==> config.mk <==
export PLATFORM = sky130hd
export DESIGN_NAME = alu_serial_exec
export DESIGN_NICKNAME = d
export VERILOG_FILES = /design/src/rtl/alu_pkg.sv /design/src/rtl/alu_digit_slice.sv /design/src/rtl/alu_serial_exec.sv
export SDC_FILE = /design/constraint.sdc
export NUM_CORES = 1
export LEC_CHECK = 0
export BUFFER_PORTS_ARGS = -buffer_cell sky130_fd_sc_hd__clkbuf_2
export CELL_PAD_IN_SITES_DETAIL_PLACEMENT = 1
export CELL_PAD_IN_SITES_GLOBAL_PLACEMENT = 2
export CORE_MARGIN = 10
export CORE_UTILIZATION = 33
export DETAILED_ROUTE_END_ITERATION = 8
export GPL_TIMING_DRIVEN = 0
export PLACE_DENSITY_LB_ADDON = 0.08
export REMOVE_ABC_BUFFERS = 1
export SLEW_MARGIN = 5
export SYNTH_ARGS = -nofsm -noshare
export SYNTH_HDL_FRONTEND = slang
export SYNTH_SLANG_ARGS = --single-unit
==> constraint.sdc <==
create_clock -name clk -period 3.93 [get_ports clk]
set_clock_uncertainty 0.05 [all_clocks]
set_input_delay 0.786 -clock clk [delete_from_list [all_inputs] [get_ports clk]]
set_output_delay 0.786 -clock clk [all_outputs]
set_load 0.02 [all_outputs]
==> src/rtl/alu_pkg.sv <==
// Shared ALU encodings: ALUControl operation codes and the serial executor FSM states.
package alu_pkg;

  typedef enum logic [2:0] {
    ALU_ADD = 3'b000,
    ALU_SUB = 3'b001,
    ALU_AND = 3'b010,
    ALU_OR  = 3'b011,
    ALU_SLT = 3'b101
  } alu_ctrl_t;

  typedef enum logic [1:0] {
    IDLE = 2'd0,
    RUN  = 2'd1,
    DONE = 2'd2
  } alu_state_t;

  // Subtract and set-less-than both compute A + ~B + 1.
  function automatic logic uses_inv_b(input logic [2:0] ctrl);
    return (ctrl == ALU_SUB) || (ctrl == ALU_SLT);
  endfunction

endpackage

==> src/rtl/alu_digit_slice.sv <==
// Combinational DIGIT-wide ALU slice: add/sub/slt via a carry chain, and/or bitwise.
module alu_digit_slice
  import alu_pkg::*;
#(
  parameter int unsigned DIGIT = 8
) (
  input  logic [DIGIT-1:0] a,
  input  logic [DIGIT-1:0] b,
  input  logic             carry_in,
  input  logic [2:0]       ctrl,
  output logic [DIGIT-1:0] y,
  output logic             carry_out
);

  logic [DIGIT-1:0] b_eff;
  logic [DIGIT:0]   sum;

  always_comb begin
    b_eff     = uses_inv_b(ctrl) ? ~b : b;
    sum       = {1'b0, a} + {1'b0, b_eff} + {{DIGIT{1'b0}}, carry_in};
    y         = '0;
    carry_out = 1'b0;
    case (ctrl)
      ALU_ADD, ALU_SUB, ALU_SLT: begin
        y         = sum[DIGIT-1:0];
        carry_out = sum[DIGIT];
      end
      ALU_AND: y = a & b;
      ALU_OR:  y = a | b;
      default: ;
    endcase
  end

endmodule

==> src/rtl/alu_serial_exec.sv <==
// Digit-serial ALU: accepts a job, processes DIGIT bits per cycle over N cycles,
// then presents ALUResult/Zero on a valid/ready result handshake.
module alu_serial_exec
  import alu_pkg::*;
#(
  parameter int unsigned WIDTH = 32,
  parameter int unsigned DIGIT = 8
) (
  input  logic             clk,
  input  logic             reset_n,
  input  logic             start_valid,
  output logic             start_ready,
  input  logic [2:0]       ALUControl,
  input  logic [WIDTH-1:0] SrcA,
  input  logic [WIDTH-1:0] SrcB,
  output logic             res_valid,
  input  logic             res_ready,
  output logic [WIDTH-1:0] ALUResult,
  output logic             Zero
);

  localparam int unsigned N     = WIDTH / DIGIT;
  localparam int unsigned CNT_W = (N > 1) ? $clog2(N) : 1;

  if (DIGIT < 1 || (WIDTH % DIGIT) != 0) begin : g_bad_params
    $error("alu_serial_exec: WIDTH must be a non-zero multiple of DIGIT");
  end

  alu_state_t       state_q, state_d;
  logic [CNT_W-1:0] cnt_q, cnt_d;
  logic             carry_q, carry_d;
  logic [WIDTH-1:0] a_q, a_d, b_q, b_d;
  logic [2:0]       ctrl_q, ctrl_d;
  logic [WIDTH-1:0] part_q, part_d;
  logic [WIDTH-1:0] result_q, result_d;
  logic             zero_q, zero_d;
  logic             res_valid_q, res_valid_d;
  logic             start_ready_q, start_ready_d;

  logic [DIGIT-1:0] dig_y;
  logic             dig_co;
  logic [WIDTH-1:0] part_next;
  logic [WIDTH-1:0] final_res;
  logic             lt;

  alu_digit_slice #(.DIGIT(DIGIT)) u_slice (
    .a        (a_q[DIGIT-1:0]),
    .b        (b_q[DIGIT-1:0]),
    .carry_in (carry_q),
    .ctrl     (ctrl_q),
    .y        (dig_y),
    .carry_out(dig_co)
  );

  // Operands shift right one digit per cycle and results shift in from the top,
  // so the slice always sees bits [DIGIT-1:0]; no cnt*DIGIT indexing is needed.
  if (N == 1) begin : g_one_digit
    assign part_next = dig_y;
  end else begin : g_multi_digit
    assign part_next = {dig_y, part_q[WIDTH-1:DIGIT]};
  end

  always_comb begin
    state_d       = state_q;
    cnt_d         = cnt_q;
    carry_d       = carry_q;
    a_d           = a_q;
    b_d           = b_q;
    ctrl_d        = ctrl_q;
    part_d        = part_q;
    result_d      = result_q;
    zero_d        = zero_q;
    res_valid_d   = res_valid_q;
    start_ready_d = start_ready_q;

    // On the last digit the operand low bits hold the original sign bits.
    lt = (a_q[DIGIT-1] != b_q[DIGIT-1]) ? a_q[DIGIT-1] : dig_y[DIGIT-1];
    case (ctrl_q)
      ALU_ADD, ALU_SUB, ALU_AND, ALU_OR: final_res = part_next;
      ALU_SLT:                           final_res = WIDTH'(lt);
      default:                           final_res = '0;
    endcase

    case (state_q)
      IDLE: begin
        if (start_valid && start_ready_q) begin
          a_d           = SrcA;
          b_d           = SrcB;
          ctrl_d        = ALUControl;
          cnt_d         = '0;
          carry_d       = uses_inv_b(ALUControl);
          start_ready_d = 1'b0;
          state_d       = RUN;
        end
      end
      RUN: begin
        a_d     = a_q >> DIGIT;
        b_d     = b_q >> DIGIT;
        part_d  = part_next;
        carry_d = dig_co;
        cnt_d   = cnt_q + CNT_W'(1);
        if (cnt_q == CNT_W'(N - 1)) begin
          result_d    = final_res;
          zero_d      = (final_res == '0);
          res_valid_d = 1'b1;
          state_d     = DONE;
        end
      end
      DONE: begin
        if (res_ready) begin
          res_valid_d   = 1'b0;
          start_ready_d = 1'b1;
          state_d       = IDLE;
        end
      end
      default: begin
        res_valid_d   = 1'b0;
        start_ready_d = 1'b1;
        state_d       = IDLE;
      end
    endcase
  end

  always_ff @(posedge clk or negedge reset_n) begin
    if (!reset_n) begin
      state_q       <= IDLE;
      cnt_q         <= '0;
      carry_q       <= 1'b0;
      a_q           <= '0;
      b_q           <= '0;
      ctrl_q        <= '0;
      part_q        <= '0;
      result_q      <= '0;
      zero_q        <= 1'b0;
      res_valid_q   <= 1'b0;
      start_ready_q <= 1'b1;
    end else begin
      state_q       <= state_d;
      cnt_q         <= cnt_d;
      carry_q       <= carry_d;
      a_q           <= a_d;
      b_q           <= b_d;
      ctrl_q        <= ctrl_d;
      part_q        <= part_d;
      result_q      <= result_d;
      zero_q        <= zero_d;
      res_valid_q   <= res_valid_d;
      start_ready_q <= start_ready_d;
    end
  end

  assign start_ready = start_ready_q;
  assign res_valid   = res_valid_q;
  assign ALUResult   = result_q;
  assign Zero        = zero_q;

endmodule

==> reports/metrics.cfg, run 1 <==
[routing]
drt.antenna.violating_nets=0
routed_wl_um=17150
drc_errors=0
wire_per_inst_um=16.27
m1WireLength_um=7964
drt_pass1_iterations=4
drtIter0Drc=185
routed_via_density=4.910
route.met2.wl_um=8115
top_layer=met4
met3RoutedLength_um=798
via_count=5175

[die]
fp.dieW_um=156.9
initial_core_util_pct=33.30
ios=106
num_rows=50
die-area_um2=24630
dieHeight_um=156.9
coreArea_um2=18580

[setup_path]
critPathLaunchType=register
critPathKind=reg -> reg
end_kind=register
slowest_stage=fa_1
arrival_ps=3870
crit_required_ps=4200
critPathTopFamily=adder cells
crit_chain=clkinv_1 -> nand2_4 -> xor2_1 -> fa_1 -> fa_1 -> nor2b_1 -> o31a_1 -> a21oi_1 -> o21ai_0 -> a21oi_1 -> or3_1 -> o41ai_2
crit_fanout=13
max_stage_delay_ps=470
critPathBufInv=1

[grt]
grt_usage_pct=14.39
grt_pass1_vias=5720
grt_antenna_before_repair=0
grt_max_degree=94
grt_pass1_wl_um=28680
overflow=0

[place]
gp_congestion=0.7833
io_buffers=105
hpwl_um=11900
dpl.cell_count=1022
pre_cts_ws_ps=-43.86

[pwr]
p_per_area_nw_per_um2=922.0
power_w=0.006946
p_leak_nw=3.690
vdd_drop_max_mv=0.4934

[yosys]
yosys_warnings=0
ys_types=46
synth_flop_cell=dfrtp_1
syn-cell-area_um2=6187
ys_seq_area_share_pct=53.00
ys_seq_elements=131
synth_cells=721
syn_avg_cell_area_um2=8.581
synth_edf_count=0
async_reset_ff_share_pct=100.0

[layout]
final_common_cell=nand2_1
syn2layout_area_growth_pct=21.76
drive_gt1_share_pct=19.51
final_cell_mix=nand2_1 (253), dfrtp_1 (130), clkbuf_2 (104)
final_cells=1054
fin_nets=890
n_antenna_cell=0

[clocking]
holdBufCountCts=0
cts-root-buf=clkbuf_16
cts_setup_buffers=0
clock_latency_ps=420
htreeDepth=4
cts.repair.resized=1
clock_sinks=131
clock_path_buffers=2
cts.clk_slew.worst_paths_ps=60
cts_buffers=17
cts_tree=done

[sta]
tightestPinTransition_ps=1080
clock.fmax_ghz=0.2773
setup_viol=0
post-route-period-util_pct=91.76
rsz0062_at_grt=no
setup_slack_ps=323.8
fin_crit_ps=3606
slew-limit-headroom_pct=27.75
final_hold_viol_count=0
finalMaxSlewViolations=0

[min_path]
hp-class=in -> async

[outcome]
outcome=finished, final reports clean

[job]
maxCapViolCount=0

## cell type report
type,instances,area [um2]
clock inverter,13,136.4
tap,234,292.8
fill,2251,11050
sequential,131,3279
inverter,13,48.80
multi-input combinational,531,2698
timing repair buffer,113,645.6
clock buffer,19,432.9
## per-layer routing
layer / vias to the layer above / track usage [%]
met5: - / 0
met4: 0 / 5.124
met3: 23 / 4.121
met2: 87 / 23.82
met1: 2484 / 17.49
li1: 2581 / -
## cells in the mapped netlist, types with 2 or more instances
library cell  number  area [um2]
a21boi_0           2       15.01
a21oi_1           23       115.1
a31oi_1           44       275.3
buf_1              3       11.26
buf_2              4       20.02
clkbuf_1          37       138.9
dfrtp_1          130        3253
fa_1               2       40.04
ha_1              10       125.1
inv_1             11       41.29
maj3_1             2       20.02
maj3_2             2       22.52
mux2i_1            2       20.02
nand2_1          254       953.4
nand2b_1           3       18.77
nand3_1           18       90.09
nor2_1            58       217.7
nor2b_1            2       12.51
nor3_1             3       15.01
nor4_1             6       37.54
o211ai_1           3       22.52
o21a_1             6       45.04
o21ai_0           57       285.3
o31a_1             3       26.28
o31ai_1            4       30.03
o41ai_2            2       32.53
xnor2_1           10       87.58
xor2_1             2       17.52
## sequential cells by signal (all words and copies together) (netlist names)
signal and count:
start_ready 1, ALUResult 32, cnt_q 2, carry_q 1
b_q 32, state_q 2, a_q 32, part_q 24
Zero 1, res_valid 1, ctrl_q 3
## kinds of logic (layout without fill, tap and decap cells)
kind of cell,count (synthesis),after routing,share of synthesized area [%]
flops,131,131,53.00
xor+xnor,12,12,1.699
buf+inv,59,158,3.883
compound gates,149,149,14.90
simple gates,351,351,22.65
mux,3,3,0.5056
fa+ha+maj,16,16,3.357
## report_power, final
group | internal (W) | switching [W] | leakage (nW)
logic | 0.00121 | 0.00184 | 1.76
clock network | 0.000932 | 0.000620 | 0.281
registers | 0.00191 | 0.000444 | 1.65
## worst paths after layout
check / to / startpoint / slack [ps] / cells after the start
worst min register to register: ALUResult[15]$_DFFE_PN0P_ / ALUResult[15]$_DFFE_PN0P_ / 430 / 2
worst max-delay path: Zero$_DFFE_PN0P_ / ctrl_q[1]$_DFFE_PN0P_ / 320 / 12
worst min-delay path: ALUResult[5]$_DFFE_PN0P_ / reset_n / 290 / 1
max in group asynchronous: b_q[6]$_DFFE_PN0P_ / reset_n / 2800 / 2
worst max register to register: Zero$_DFFE_PN0P_ / ctrl_q[1]$_DFFE_PN0P_ / 320 / 12
min in group clk: ALUResult[15]$_DFFE_PN0P_ / ALUResult[15]$_DFFE_PN0P_ / 430 / 2
## metrics by stage
stage                     cell area, um2  hold WS (ps)  utilization [%]  TNS, ps
final                               7533         292.3            40.55        0
after global routing                7533         324.5            40.55        0
after CTS                           7528         316.1            40.52        0
after detailed placement            6957         418.1            37.44   -43.86
after global placement              6814         411.4            36.67  -347040
after floorplan                     5996         396.1                -  -102130
Power figures use the tool's default switching activity.
==> run 2: changes to the inputs <==
SYNTH_HIERARCHICAL = 1   (was not set)
==> run 2 against run 1 <==
  * Via count rose by 3.7%
  * Count of clock-buffer cells in the layout rose by 1
  * Fmax rose by 1.1%
  * Final cell count rose by 1.4%
  * Largest cell class unchanged
  * Critical endpoint unchanged
  * Core utilization rose by 0.88 points
  * Die area rose by 0.87%
  * Cell area rose by 2.5%
  * Non-clock buffer count did not move
  * Synthesized cell count rose by 2.2%
  * First-iteration DRC count rose by 38%
  * Global-route usage rose by 0.12 points
==> reports/metrics.cfg, run 2 <==
[routing]
drt_pass1_iterations=4  ; unchanged
m1WireLength_um=7612  ; was 7964 um
drc_errors=0  ; unchanged
met3RoutedLength_um=823  ; was 798 um
routed_wl_um=17190  ; was 17,150 um
top_layer=met4  ; unchanged
via_count=5365  ; was 5,175
drtIter0Drc=256  ; was 185
drt.antenna.violating_nets=0  ; unchanged
routed_via_density=5.019  ; was 4.910
wire_per_inst_um=16.08  ; was 16.27 um
route.met2.wl_um=8634  ; was 8115 um

[setup_path]
r2r_start=ctrl_q[1]$_DFFE_PN0P_  ; unchanged
regToRegEndpoint=Zero$_DFFE_PN0P_  ; unchanged
critPathKind=reg -> reg  ; unchanged
end_kind=register  ; unchanged
critPathLaunchType=register  ; unchanged
arrival_ps=3860  ; was 3870 ps
rrSetupSlack_ps=360  ; was 320 ps
r2r_cells=12  ; unchanged
crit_fanout=12  ; was 13
crit_required_ps=4230  ; was 4200 ps

[job]
maxCapViolCount=0  ; unchanged

[layout]
final_common_cell=nand2_1  ; unchanged
nFillCells=2246  ; was 2,251
n_antenna_cell=0  ; unchanged
drive_gt1_share_pct=19.64  ; was 19.51%
fin_nets=903  ; was 890
syn2layout_area_growth_pct=23.59  ; was 21.76%
final_cell_mix=nand2_1 (283), dfrtp_1 (129), clkbuf_2 (104)  ; was nand2_1 (253), dfrtp_1 (130), clkbuf_2 (104)
final_cells=1069  ; was 1,054

[yosys]
ys_types=51  ; was 46
synthTopCellsByArea=dfrtp_1 (52%), nand2_1 (17%), a31oi_1 (4.9%), nor2_1 (3.7%), o21ai_0 (3.3%)  ; was dfrtp_1 (53%), nand2_1 (15%), o21ai_0 (4.6%), a31oi_1 (4.4%), nor2_1 (3.5%)
yosysMostFrequentCell=nand2_1  ; unchanged
syn-cell-area_um2=6248  ; was 6187 um2
syn_avg_cell_area_um2=8.478  ; was 8.581 um2
synth_top_area_share_pct=52.06  ; was 52.58%
yosys_warnings=6  ; was 0
synth_cells=737  ; was 721
synth_edf_count=0  ; unchanged
ys_seq_area_share_pct=52.48  ; was 53.00%
synth_flop_cell=dfrtp_1  ; unchanged
synth_commonest_cells=nand2_1 (284), dfrtp_1 (130), nor2_1 (61), a31oi_1 (49), o21ai_0 (41)  ; was nand2_1 (254), dfrtp_1 (130), nor2_1 (58), o21ai_0 (57), a31oi_1 (44)
yosys.area.top_type=dfrtp_1  ; unchanged
async_reset_ff_share_pct=100.0  ; unchanged
ys_seq_elements=131  ; unchanged

[die]
coreArea_um2=18640  ; was 18,580 um2
fp.dieW_um=157.6  ; was 156.9 um
ios=106  ; unchanged
dieHeight_um=157.6  ; was 156.9 um
die-area_um2=24840  ; was 24,630 um2
initial_core_util_pct=33.52  ; was 33.30%
num_rows=50  ; unchanged

[sta]
tightestPinTransition_ps=992.6  ; was 1080 ps
clock.fmax_ghz=0.2804  ; was 0.2773 GHz
final_hold_viol_count=0  ; unchanged
fin_hold_ws_ps=225.7  ; was 292.3 ps
setup_viol=0  ; unchanged
slew-limit-headroom_pct=33.42  ; was 27.75%
fin_crit_ps=3567  ; was 3606 ps
rsz0062_at_grt=no  ; unchanged
finalMaxSlewViolations=0  ; unchanged
post-route-period-util_pct=90.75  ; was 91.76%

[pwr]
combinationalPowerShare_pct=41.7  ; was 43.8%
p_per_area_nw_per_um2=929.9  ; was 922.0 nW/um2
intPower_w=0.004290  ; was 0.004043 W
p_sw_share_pct=40.26  ; was 41.79%
p_leak_nw=3.785  ; was 3.690 nW
seqPwrFrac_pct=32.9  ; was 33.8%
vdd_drop_max_mv=0.3059  ; was 0.4934 mV
clkPwrFrac_pct=25.4  ; was 22.3%
power.switching_w=0.002891  ; was 0.002902 W

[grt]
grt_pass1_vias=5851  ; was 5,720
grt_usage_pct=14.51  ; was 14.39%
grt_max_degree=97  ; was 94
grt_pass1_wl_um=29100  ; was 28,680 um
overflow=0  ; unchanged
grt_antenna_before_repair=0  ; unchanged

[outcome]
outcome=finished, final reports clean  ; unchanged

[clocking]
cts-root-buf=clkbuf_16  ; unchanged
clock_latency_ps=410  ; was 420 ps
cts.clk_slew.worst_paths_ps=60  ; about the same
cts_tree=done  ; unchanged
clock_path_buffers=2  ; unchanged
htreeDepth=4  ; unchanged
cts_buffers=17  ; unchanged
clock_sinks=131  ; unchanged
cts_setup_buffers=0  ; unchanged

[place]
gp_congestion=0.7675  ; was 0.7833
hpwl_um=11890  ; was 11,900 um
io_buffers=105  ; unchanged
dpl.cell_count=1037  ; was 1,022

[min_path]
hp-class=in -> async  ; unchanged

## run 2: area by class of cell
type / count / area, um2 / area share, %
clock buffers: 20 / 446.7 / 5.784
clock inverters: 12 / 227.7 / 2.949
inverters: 10 / 37.54 / 0.4861
multi-input cells: 549 / 2728 / 35.32
flip-flops and latches: 131 / 3281 / 42.48
well taps: 234 / 292.8 / 3.791
repair buffers: 113 / 709.4 / 9.187
## run 2: worst max path at each step
stage                      startpoint                    to  slack, ps  cells after the start
2_1_floorplan  state_q[1]$_DFFE_PN0P_  cnt_q[0]$_DFFE_PN0P_        400                      2
3_3_place_gp              start_valid   carry_q$_DFFE_PN0P_       -980                      5
3_5_place_dp    ctrl_q[0]$_DFFE_PN0P_      Zero$_DFFE_PN0P_         70                     11
4_1_cts         ctrl_q[0]$_DFFE_PN0P_      Zero$_DFFE_PN0P_         50                     11
5_1_grt         ctrl_q[1]$_DFFE_PN0P_      Zero$_DFFE_PN0P_         40                     11
6_report        ctrl_q[1]$_DFFE_PN0P_      Zero$_DFFE_PN0P_        360                     12
## run 2: repair_timing
item / CTS / global route
endpoints found under the setup margin: 0 / 2
hold buffers: 0 / 0
gates resized for setup: 0 / 2
## run 2: cells by family after synthesis
| group | synth area share, % |
|---|---|
| and+or+nand+nor | 26.39 |
| xor gates and xnor gates | 1.262 |
| DFF | 52.48 |
| adders and majority gates | 2.403 |
| AOI/OAI and AO/OA | 13.22 |
| buffers and inverters | 4.245 |
## run 2: power by group through the flow
stage | logic [W] | clock network, W | registers, W
2_1_floorplan | 0.00200 | 0 | 0.00244
3_3_place_gp | 0.00300 | 0 | 0.00235
3_5_place_dp | 0.00303 | 0 | 0.00240
4_1_cts | 0.00305 | 0.00187 | 0.00238
5_1_grt | 0.00344 | 0.00194 | 0.00246
6_report | 0.00300 | 0.00182 | 0.00236
## run 2: per-stage QoR
step	area, um2	utilization [%]	TNS (ps)	power (W)	setup WS, ps
floorplan	6021	-	0	0.004434	399.4
global placement	6839	36.68	-123240	0.005349	-981.5
detailed placement	7044	37.79	0	0.005426	74.61
CTS	7719	41.40	0	0.007291	50.42
global route	7722	41.42	0	0.007833	37.06
finish	7722	41.42	0	0.007181	363.4
## run 2: critical path, stage by stage, from the launching register on
cell and delay (ps):
dfrtp_1 530, nand2b_2 410, xor2_1 220, fa_1 420, fa_1 470, nor2b_4 140
o31a_1 240, or4_1 150, nand3_1 140, nor4_1 260, nand4_1 130, o21ai_0 190
a22o_1 160
## run 2: metal layers
metal	vias up	track usage [%]
met3	6	4.098
met1	2644	17.66
li1	2632	-
met4	0	4.942
met5	-	0
met2	83	24.15
==> run 3: changes to the inputs <==
CORE_MARGIN = not set   (was 10)
==> run 3 against run 2 <==
  * Largest power group unchanged
  * Fmax shrank 2.1%
  * Via count shrank 2.3%
  * Power shrank 1.1%
  * Global-route usage grew 3.5 points
  * Setup slack lost 75 ps
  * Wire length shrank 5.2%
  * Critical path depth is the same
  * First-iteration DRC count shrank 34%
  * Highest routed layer unchanged
==> reports/metrics.cfg, run 3 (same netlist as run 2, synthesis figures left out) <==
[layout]
syn2layout_area_growth_pct=23.09  ; was 23.59%
final_cells=1064  ; was 1,069
final_cell_mix=nand2_1 (283), dfrtp_1 (130), clkbuf_2 (104)  ; was nand2_1 (283), dfrtp_1 (129), clkbuf_2 (104)
drive_gt1_share_pct=19.52  ; was 19.64%
n_antenna_cell=0  ; unchanged
final_common_cell=nand2_1  ; unchanged
fin_nets=903  ; unchanged
finalInstanceArea_um2=7691  ; was 7722 um2

[clocking]
cts.clk_slew.worst_paths_ps=60  ; about the same
clock_latency_ps=420  ; was 410 ps
holdBufCountCts=0  ; unchanged
cts_setup_buffers=0  ; unchanged
cts.repair.resized=0  ; unchanged
clock_sinks=131  ; unchanged
cts_tree=done  ; unchanged
htreeDepth=4  ; unchanged
cts_buffers=17  ; unchanged
clock_path_buffers=2  ; unchanged
cts-root-buf=clkbuf_16  ; unchanged

[setup_path]
max_stage_delay_ps=670  ; was 530 ps
crit_required_ps=4230  ; about the same
crit_chain=nand2b_2 -> xor2_1 -> fa_1 -> fa_1 -> nor2b_4 -> o31a_1 -> or4_1 -> nand3_1 -> nor4_1 -> nand4_1 -> o21ai_0 -> a22o_1  ; unchanged
arrival_ps=3940  ; was 3860 ps
slowest_stage=dfrtp_1  ; unchanged
end_kind=register  ; unchanged
r2r_cells=12  ; unchanged
crit_fanout=14  ; was 12
rrSetupSlack_ps=290  ; was 360 ps
regToRegEndpoint=Zero$_DFFE_PN0P_  ; unchanged
critPathLaunchType=register  ; unchanged
crit_top_cell=fa_1  ; unchanged
r2r_start=ctrl_q[0]$_DFFE_PN0P_  ; was ctrl_q[1]$_DFFE_PN0P_
critPathKind=reg -> reg  ; unchanged

[job]
maxCapViolCount=0  ; unchanged

[min_path]
hp-class=in -> async  ; unchanged

[die]
die-area_um2=19490  ; was 24,840 um2
fp.dieW_um=139.6  ; was 157.6 um
ios=106  ; unchanged
coreArea_um2=18270  ; was 18,640 um2
initial_core_util_pct=34.20  ; was 33.52%
num_rows=49  ; was 50
dieHeight_um=139.6  ; was 157.6 um

[grt]
grt_antenna_before_repair=0  ; unchanged
grt_pass1_wl_um=28260  ; was 29,100 um
grt_usage_pct=18.00  ; was 14.51%
grt_max_degree=86  ; was 97
overflow=0  ; unchanged
grt_pass1_vias=5734  ; was 5,851

[sta]
tightestPinTransition_ps=973.5  ; was 992.6 ps
clock.fmax_ghz=0.2746  ; was 0.2804 GHz
finalMaxSlewViolations=0  ; unchanged
rsz0062_at_grt=no  ; unchanged
setup_viol=0  ; unchanged
final_hold_viol_count=0  ; unchanged
finalSetupTns_ps=0  ; unchanged
fin_hold_ws_ps=319.5  ; was 225.7 ps
slew-limit-headroom_pct=34.70  ; was 33.42%
post-route-period-util_pct=92.67  ; was 90.75%
fin_crit_ps=3642  ; was 3567 ps

[pwr]
p_per_area_nw_per_um2=923.3  ; was 929.9 nW/um2
p_leak_nw=3.780  ; was 3.785 nW
vdd_drop_max_mv=0.3471  ; was 0.3059 mV

[routing]
routed_wl_um=16300  ; was 17,190 um
wire_per_inst_um=15.32  ; was 16.08 um
drt.antenna.violating_nets=0  ; unchanged
via_count=5242  ; was 5,365
drt_pass1_iterations=4  ; unchanged
routed_via_density=4.927  ; was 5.019
drtIter0Drc=168  ; was 256
drc_errors=0  ; unchanged

[place]
dpl_cell_area_um2=7038  ; was 7044 um2
hpwl_um=11240  ; was 11,890 um
gp_congestion=0.7695  ; was 0.7675
dpl.cell_count=1032  ; was 1,037
io_buffers=105  ; unchanged

[outcome]
outcome=finished, final reports clean  ; unchanged

==> run 3: stage by stage <==
| stage | power, W | setup WS (ps) | utilization (%) |
|---|---|---|---|
| after CTS | 0.007224 | 58.17 | 42.08 |
| after floorplan | 0.004434 | 399.4 | - |
| final | 0.007101 | 288.3 | 42.10 |
| after global routing | 0.007702 | 14.54 | 42.10 |
| after detailed placement | 0.005423 | 64.97 | 38.52 |
| after global placement | 0.005344 | -988.1 | 37.40 |
==> run 3: per-layer routing <==
layer	global-route usage, %	part of all wire, %	up-vias
li1	-	-	2633
met1	23.16	47	2522
met2	30.57	49	72
met3	3.579	2.8	15
met4	5.379	1.2	0
met5	0	0	-
==> run 3: cell type report <==
| class | instances | area (um2) |
|---|---|---|
| fill | 2171 | 10580 |
| timing repair buffer | 113 | 709.4 |
| sequential | 131 | 3279 |
| clock buffer | 20 | 446.7 |
| multi-input combinational | 549 | 2728 |
| tap | 229 | 286.5 |
| clock inverter | 12 | 203.9 |
| inverter | 10 | 37.54 |
==> run 3: worst max-delay path by stage <==
stage / depth (start not counted) / slack (ps) / end / startpoint
6_report: 12 / 290 / Zero$_DFFE_PN0P_ / ctrl_q[0]$_DFFE_PN0P_
5_1_grt: 12 / 10 / Zero$_DFFE_PN0P_ / ctrl_q[0]$_DFFE_PN0P_
4_1_cts: 11 / 60 / Zero$_DFFE_PN0P_ / ctrl_q[0]$_DFFE_PN0P_
3_5_place_dp: 11 / 60 / Zero$_DFFE_PN0P_ / ctrl_q[0]$_DFFE_PN0P_
3_3_place_gp: 5 / -990 / carry_q$_DFFE_PN0P_ / start_valid
2_1_floorplan: 2 / 400 / cnt_q[0]$_DFFE_PN0P_ / state_q[1]$_DFFE_PN0P_
==> run 3: worst max-delay path: cells and delay by family (launching register included) <==
family / cells / cell delay, ps
XOR/XNOR: 1 / 230
AO/OA/AOI/OAI: 3 / 580
flip-flops: 1 / 670
AND/OR/NAND/NOR: 6 / 1130
adder cells (fa/ha/maj): 2 / 920
==> run 3: where the power goes <==
group          switching (W)  total (W)  internal (W)
Sequential          0.000454    0.00236       0.00191
Clock               0.000610    0.00176       0.00115
Combinational        0.00181    0.00298       0.00117
Total                0.00288    0.00710       0.00423
